==> config.mk <==
export PLATFORM = sky130hd
export DESIGN_NAME = poly_sub_ctrl_flat
export DESIGN_NICKNAME = d
export VERILOG_FILES = /design/src/rtl/poly_sub_ctrl_if.sv /design/src/rtl/poly_sub_ctrl.sv /design/src/flat_wrapper.sv
export SDC_FILE = /design/constraint.sdc
export NUM_CORES = 1
export LEC_CHECK = 0
export BUFFER_PORTS_ARGS = -buffer_cell sky130_fd_sc_hd__buf_2
export CORE_MARGIN = 3
export CORE_UTILIZATION = 51
export CTS_CLUSTER_SIZE = 40
export DETAILED_ROUTE_END_ITERATION = 12
export GPL_TIMING_DRIVEN = 0
export PLACE_DENSITY = 0.82
export SYNTH_ARGS = -nofsm -noshare
export SYNTH_HDL_FRONTEND = slang
export SYNTH_SLANG_ARGS = --single-unit
==> constraint.sdc <==
create_clock -name clk_i -period 2.8 [get_ports clk_i]
set_clock_uncertainty 0.15 [all_clocks]
set_input_delay 0.28 -clock clk_i [delete_from_list [all_inputs] [get_ports clk_i]]
set_output_delay 0.28 -clock clk_i [all_outputs]
set_load 0.02 [all_outputs]
==> src/rtl/poly_sub_ctrl_if.sv <==
// rtl/poly_sub_ctrl_if.sv - scheduler, coefficient RAM and mod_sub signal bundle for poly_sub_ctrl
interface poly_sub_ctrl_if #(
    parameter int AW = 8
);
    logic          start_i;
    logic [22:0]   q_i;
    logic          hold_i;
    logic          busy_o;
    logic          done_o;
    logic          rd_en_o;
    logic [AW-1:0] rd_addr_o;
    logic [23:0]   a_rdata_i;
    logic [23:0]   b_rdata_i;
    logic [23:0]   sub_a_o;
    logic [23:0]   sub_b_o;
    logic [22:0]   sub_q_o;
    logic [22:0]   sub_c_i;
    logic          wr_en_o;
    logic [AW-1:0] wr_addr_o;
    logic [22:0]   wr_data_o;

    modport master (
        input  start_i, q_i, hold_i, a_rdata_i, b_rdata_i, sub_c_i,
        output busy_o, done_o, rd_en_o, rd_addr_o, sub_a_o, sub_b_o, sub_q_o,
               wr_en_o, wr_addr_o, wr_data_o
    );

    modport slave (
        output start_i, q_i, hold_i, a_rdata_i, b_rdata_i, sub_c_i,
        input  busy_o, done_o, rd_en_o, rd_addr_o, sub_a_o, sub_b_o, sub_q_o,
               wr_en_o, wr_addr_o, wr_data_o
    );
endinterface

==> src/rtl/poly_sub_ctrl.sv <==
// rtl/poly_sub_ctrl.sv - sequencer for element-wise modular subtraction of two coefficient RAMs
module poly_sub_ctrl #(
    parameter int N  = 256,
    parameter int AW = 8
) (
    input  logic              clk_i,
    input  logic              rst_n_i,
    poly_sub_ctrl_if.master   bus
);
    typedef enum logic [1:0] {IDLE, RUN, DRAIN, DONE} state_t;

    localparam logic [AW-1:0] LAST = AW'(N - 1);

    state_t        state_q, state_d;
    logic [AW-1:0] cnt_q, cnt_d;
    logic          issue;
    logic          done;
    logic          advance;

    logic          rd_pend_q;
    logic [AW-1:0] rd_addr_pend_q;
    logic          sub_vld_q;
    logic [AW-1:0] sub_addr_q;
    logic [23:0]   sub_a_q, sub_b_q;
    logic [22:0]   sub_q_q;
    logic          wr_vld_q;
    logic [AW-1:0] wr_addr_q;
    logic [22:0]   wr_data_q;

    // hold freezes every register; nothing below updates unless advance is set
    assign advance = !bus.hold_i;

    always_comb begin
        state_d = state_q;
        cnt_d   = cnt_q;
        issue   = 1'b0;
        done    = 1'b0;
        if (advance) begin
            case (state_q)
                IDLE: begin
                    if (bus.start_i) begin
                        cnt_d   = '0;
                        state_d = RUN;
                    end
                end
                RUN: begin
                    issue = 1'b1;
                    // the counter parks on the last address instead of wrapping
                    if (cnt_q == LAST) state_d = DRAIN;
                    else               cnt_d   = cnt_q + 1'b1;
                end
                DRAIN: begin
                    if (!rd_pend_q && !sub_vld_q) state_d = DONE;
                end
                DONE: begin
                    done    = 1'b1;
                    state_d = IDLE;
                end
                default: state_d = IDLE;
            endcase
        end
    end

    always_ff @(posedge clk_i) begin
        if (!rst_n_i) begin
            state_q        <= IDLE;
            cnt_q          <= '0;
            rd_pend_q      <= 1'b0;
            rd_addr_pend_q <= '0;
            sub_vld_q      <= 1'b0;
            sub_addr_q     <= '0;
            sub_a_q        <= '0;
            sub_b_q        <= '0;
            sub_q_q        <= '0;
            wr_vld_q       <= 1'b0;
            wr_addr_q      <= '0;
            wr_data_q      <= '0;
        end else if (advance) begin
            state_q   <= state_d;
            cnt_q     <= cnt_d;
            rd_pend_q <= issue;
            sub_vld_q <= rd_pend_q;
            wr_vld_q  <= sub_vld_q;
            if (state_q == IDLE && bus.start_i) sub_q_q <= bus.q_i;
            if (issue) rd_addr_pend_q <= cnt_q;
            if (rd_pend_q) begin
                sub_a_q    <= bus.a_rdata_i;
                sub_b_q    <= bus.b_rdata_i;
                sub_addr_q <= rd_addr_pend_q;
            end
            if (sub_vld_q) begin
                wr_addr_q <= sub_addr_q;
                wr_data_q <= bus.sub_c_i;
            end
        end
    end

    assign bus.busy_o    = (state_q != IDLE);
    assign bus.done_o    = done;
    assign bus.rd_en_o   = issue;
    assign bus.rd_addr_o = cnt_q;
    assign bus.sub_a_o   = sub_a_q;
    assign bus.sub_b_o   = sub_b_q;
    assign bus.sub_q_o   = sub_q_q;
    assign bus.wr_en_o   = wr_vld_q && advance;
    assign bus.wr_addr_o = wr_addr_q;
    assign bus.wr_data_o = wr_data_q;
endmodule

==> src/flat_wrapper.sv <==
// flat-port wrapper written by rule: the top's interface ports become plain ports
module poly_sub_ctrl_flat 
#(
    parameter int N  = 256,
    parameter int AW = 8
)
  (clk_i, rst_n_i, bus_start_i, bus_q_i, bus_hold_i, bus_a_rdata_i, bus_b_rdata_i, bus_sub_c_i, bus_busy_o, bus_done_o, bus_rd_en_o, bus_rd_addr_o, bus_sub_a_o, bus_sub_b_o, bus_sub_q_o, bus_wr_en_o, bus_wr_addr_o, bus_wr_data_o);
  poly_sub_ctrl_if #(.AW(AW)) bus_i ();
  input  logic clk_i;
  input  logic rst_n_i;
  input wire logic [$bits(bus_i.start_i)-1:0] bus_start_i;
  input wire logic [$bits(bus_i.q_i)-1:0] bus_q_i;
  input wire logic [$bits(bus_i.hold_i)-1:0] bus_hold_i;
  input wire logic [$bits(bus_i.a_rdata_i)-1:0] bus_a_rdata_i;
  input wire logic [$bits(bus_i.b_rdata_i)-1:0] bus_b_rdata_i;
  input wire logic [$bits(bus_i.sub_c_i)-1:0] bus_sub_c_i;
  output wire logic [$bits(bus_i.busy_o)-1:0] bus_busy_o;
  output wire logic [$bits(bus_i.done_o)-1:0] bus_done_o;
  output wire logic [$bits(bus_i.rd_en_o)-1:0] bus_rd_en_o;
  output wire logic [$bits(bus_i.rd_addr_o)-1:0] bus_rd_addr_o;
  output wire logic [$bits(bus_i.sub_a_o)-1:0] bus_sub_a_o;
  output wire logic [$bits(bus_i.sub_b_o)-1:0] bus_sub_b_o;
  output wire logic [$bits(bus_i.sub_q_o)-1:0] bus_sub_q_o;
  output wire logic [$bits(bus_i.wr_en_o)-1:0] bus_wr_en_o;
  output wire logic [$bits(bus_i.wr_addr_o)-1:0] bus_wr_addr_o;
  output wire logic [$bits(bus_i.wr_data_o)-1:0] bus_wr_data_o;
  assign bus_i.start_i = bus_start_i;
  assign bus_i.q_i = bus_q_i;
  assign bus_i.hold_i = bus_hold_i;
  assign bus_i.a_rdata_i = bus_a_rdata_i;
  assign bus_i.b_rdata_i = bus_b_rdata_i;
  assign bus_i.sub_c_i = bus_sub_c_i;
  assign bus_busy_o = bus_i.busy_o;
  assign bus_done_o = bus_i.done_o;
  assign bus_rd_en_o = bus_i.rd_en_o;
  assign bus_rd_addr_o = bus_i.rd_addr_o;
  assign bus_sub_a_o = bus_i.sub_a_o;
  assign bus_sub_b_o = bus_i.sub_b_o;
  assign bus_sub_q_o = bus_i.sub_q_o;
  assign bus_wr_en_o = bus_i.wr_en_o;
  assign bus_wr_addr_o = bus_i.wr_addr_o;
  assign bus_wr_data_o = bus_i.wr_data_o;
  poly_sub_ctrl #(.N(N), .AW(AW)) u_core (.clk_i(clk_i), .rst_n_i(rst_n_i), .bus(bus_i));
endmodule
==> results.txt <==
outcome -> complete, no violations
Least-Margin Pin Slew -> 0.6348 ns
Synth Register Bits -> 131
Routed Antenna Nets -> 0
post-synth cell types -> 39
via count of the first global-routing pass -> 5661
critical path data required time -> 2.37 ns
H-tree Lvls -> 4
# rows -> 34
Area Growth Syn to Fin -> 56.88%
Routability Congestion -> 0.8444
Worst-Skew Late Latency -> 0.51 ns
drt drc -> 0
CP Class -> reg -> out
fin cells -> 1054
setup TNS -> 0 ns
Period minus WS final -> 2.460 ns
largest net degree at the start of global routing -> 17
sequential standard cell area -> 2623 sq um
VDD IR max -> 0.5516 mV
cell taking the most area after synthesis -> dfxtp_1
DIE HEIGHT -> 103.2 um
total wire length -> 17490 um
initial antenna violation count -> 0
startpoint types -> flip-flop
DIE AREA -> 10660 sq um
Reg clk slew, reported paths -> 0.06 ns
CTS tree -> built
number of fill cells -> 533
diode count -> 0
MaxCap Viol Count -> 0
most frequent cells in the layout -> 250 x nand2_1, 216 x buf_2, 131 x dfxtp_1, 123 x a21oi_1, 94 x dlygate4sd3_1
area of the multi-input gates -> 1984 sq um
core region area -> 8934 sq um
post-DP HPWL -> 10110 um
main combinational cell family by area after synthesis -> simple AND/OR/NAND/NOR gates
Pleak -> 3.280 nW
xor/xnor share of the synthesized area -> 0%
clk root buf -> clkbuf_8
synthesized netlist cell count -> 610
Iteration-0 DRC Markers -> 213
Nets -> 1038
fraction of the cycle the final worst path needs -> 87.86%
mux share of post-synthesis cell area -> 0.2076%
Post-Place Cells -> 929
Cell Area, Synth -> 4822 sq um
TritonCTS Buffers -> 17
Synth Area in Simple Gates -> 23.48%
fin. max-slew vios -> 0
f_max -> 0.4065 GHz
global-route wire length before repair -> 27010 um
Mapped Nets -> 714
CTS max path bufs -> 2
number of placed I/O pins -> 212
clock sink count -> 131
Crit Path Max Fanout -> 10
Yosys top cell area share -> 54.39%
Arr. time, crit path -> 2.03 ns
HP Class -> in -> reg
DR pass1 iterations -> 5
Synth Area in Compound Gates -> 15.91%
Yosys warning count -> 0
effective utilization at floorplan -> 53.98%
kind of end point of the critical path -> output port
most common cell after layout, fill and taps aside -> nand2_1
Setup violations, final -> 0
die width -> 103.2 um
PostCTS Resize Cnt -> 0
layout cells sized above 1 -> 27.27%
Slew headroom -> 57.68%
Vias -> 5608
Power Density -> 621.1 nW/um^2
routed vias/inst -> 5.321
drt wl/cell -> 16.59 um
grt total ovfl -> 0
area share of fa/ha/maj cells after synthesis -> 1.557%
Final Hold Fails -> 0
Overall Global Routing Usage -> 32.21%
Post-Syn Area per Cell -> 7.905 sq um
top cells by area, synth -> dfxtp_1 54%, nand2_1 19%, a21oi_1 13%
port bufs -> 211
RSZ-0062 raised after global routing -> no
Seq/Total Area, Yosys -> 54.39%
state kept, by name, indices dropped and copies added (netlist names):
signal                 count
u_core.bus.rd_addr_o       8
u_core.bus.sub_a_o        24
u_core.bus.sub_b_o        24
u_core.bus.sub_q_o        23
u_core.bus.wr_addr_o       8
u_core.bus.wr_data_o      23
u_core.rd_addr_pend_q      8
u_core.rd_pend_q           1
u_core.state_q             2
u_core.sub_addr_q          8
u_core.sub_vld_q           1
u_core.wr_vld_q            1
critical path: stages, from the launching register on:
cell      delay, ns
dfxtp_1        0.38
inv_1          0.10
ha_1           0.23
buf_4          0.18
nand2b_1       0.16
clkinv_1       0.23
buf_2          0.23
power breakdown:
group          internal, mW  switching, mW  total (mW)
sequential             1.90         0.0242        1.93
clock                  1.47          0.821        2.29
combinational         0.222          0.262       0.485
through the flow:
step | instance area, sq um | hold slack [ns] | utilization [%] | setup slack, ns | power [mW]
floorplan | 4822 | 0.2633 | - | 0.9836 | 2.167
detailed placement | 6013 | 0.2940 | 67.31 | 0.8073 | 2.325
CTS | 7565 | 0.01249 | 84.68 | 0.3420 | 4.678
finish | 7565 | 0.02842 | 84.68 | 0.3398 | 4.699
global route | 7565 | 0.04525 | 84.68 | 0.2239 | 4.819
global placement | 6013 | 0.2871 | 67.31 | 0.8867 | 2.313
final cells by class:
class | count | area share [%]
sequential | 131 | 34.67
timing repair buffer | 305 | 26.40
multi-input combinational | 431 | 26.23
clock buffer | 18 | 5.657
buffer | 43 | 2.597
clock inverter | 13 | 2.415
tap | 108 | 1.786
inverter | 5 | 0.2481
kinds of logic after synthesis:
kind of cell / after synthesis
compound gates: 143
buf+inv: 48
mux: 1
flops: 131
fa+ha+maj: 6
simple gates: 281
path summary, 6_finish.rpt:
kind                        start                 endpoint  slack, ns  depth (start not counted)
max reg2reg     u_core.state_q[0]    u_core.bus.sub_q_o[7]       0.73                          8
max             u_core.state_q[1]              bus_rd_en_o       0.34                          6
min reg2reg  u_core.sub_addr_q[2]  u_core.bus.wr_addr_o[2]       0.30                          2
min                       rst_n_i  u_core.bus.rd_addr_o[3]       0.03                          3
cells in the mapped netlist (all sizes together):
library cell  number
a21oi            123
nor2               5
o21ai              6
o221ai             1
inv                4
and3               1
nand2b             4
or3                1
clkinv             1
and4               1
clkbuf            27
a221oi             1
nand4b             2
a31oi              2
nand2            250
a211oi             3
nand3              4
nor4               1
nand4              1
nor2b              5
o32ai              3
mux2i              1
nor3               2
o22ai              1
buf               16
a31o               1
ha                 6
a2111o             1
or2                3
dfxtp            131
nor3b              1
o211ai             1
routing by layer:
metal	global-route usage (%)	wire (um)
met2	59.20	9111
met5	0	0
met4	13.45	521
met3	9.725	1413
met1	34.07	6441
repair_timing:
action | CTS | global route
hold endpoints to repair | 94 | 0
setup buffers | 0 | 0
hold buffers | 94 | 0
(Power assumes the default switching activity.)
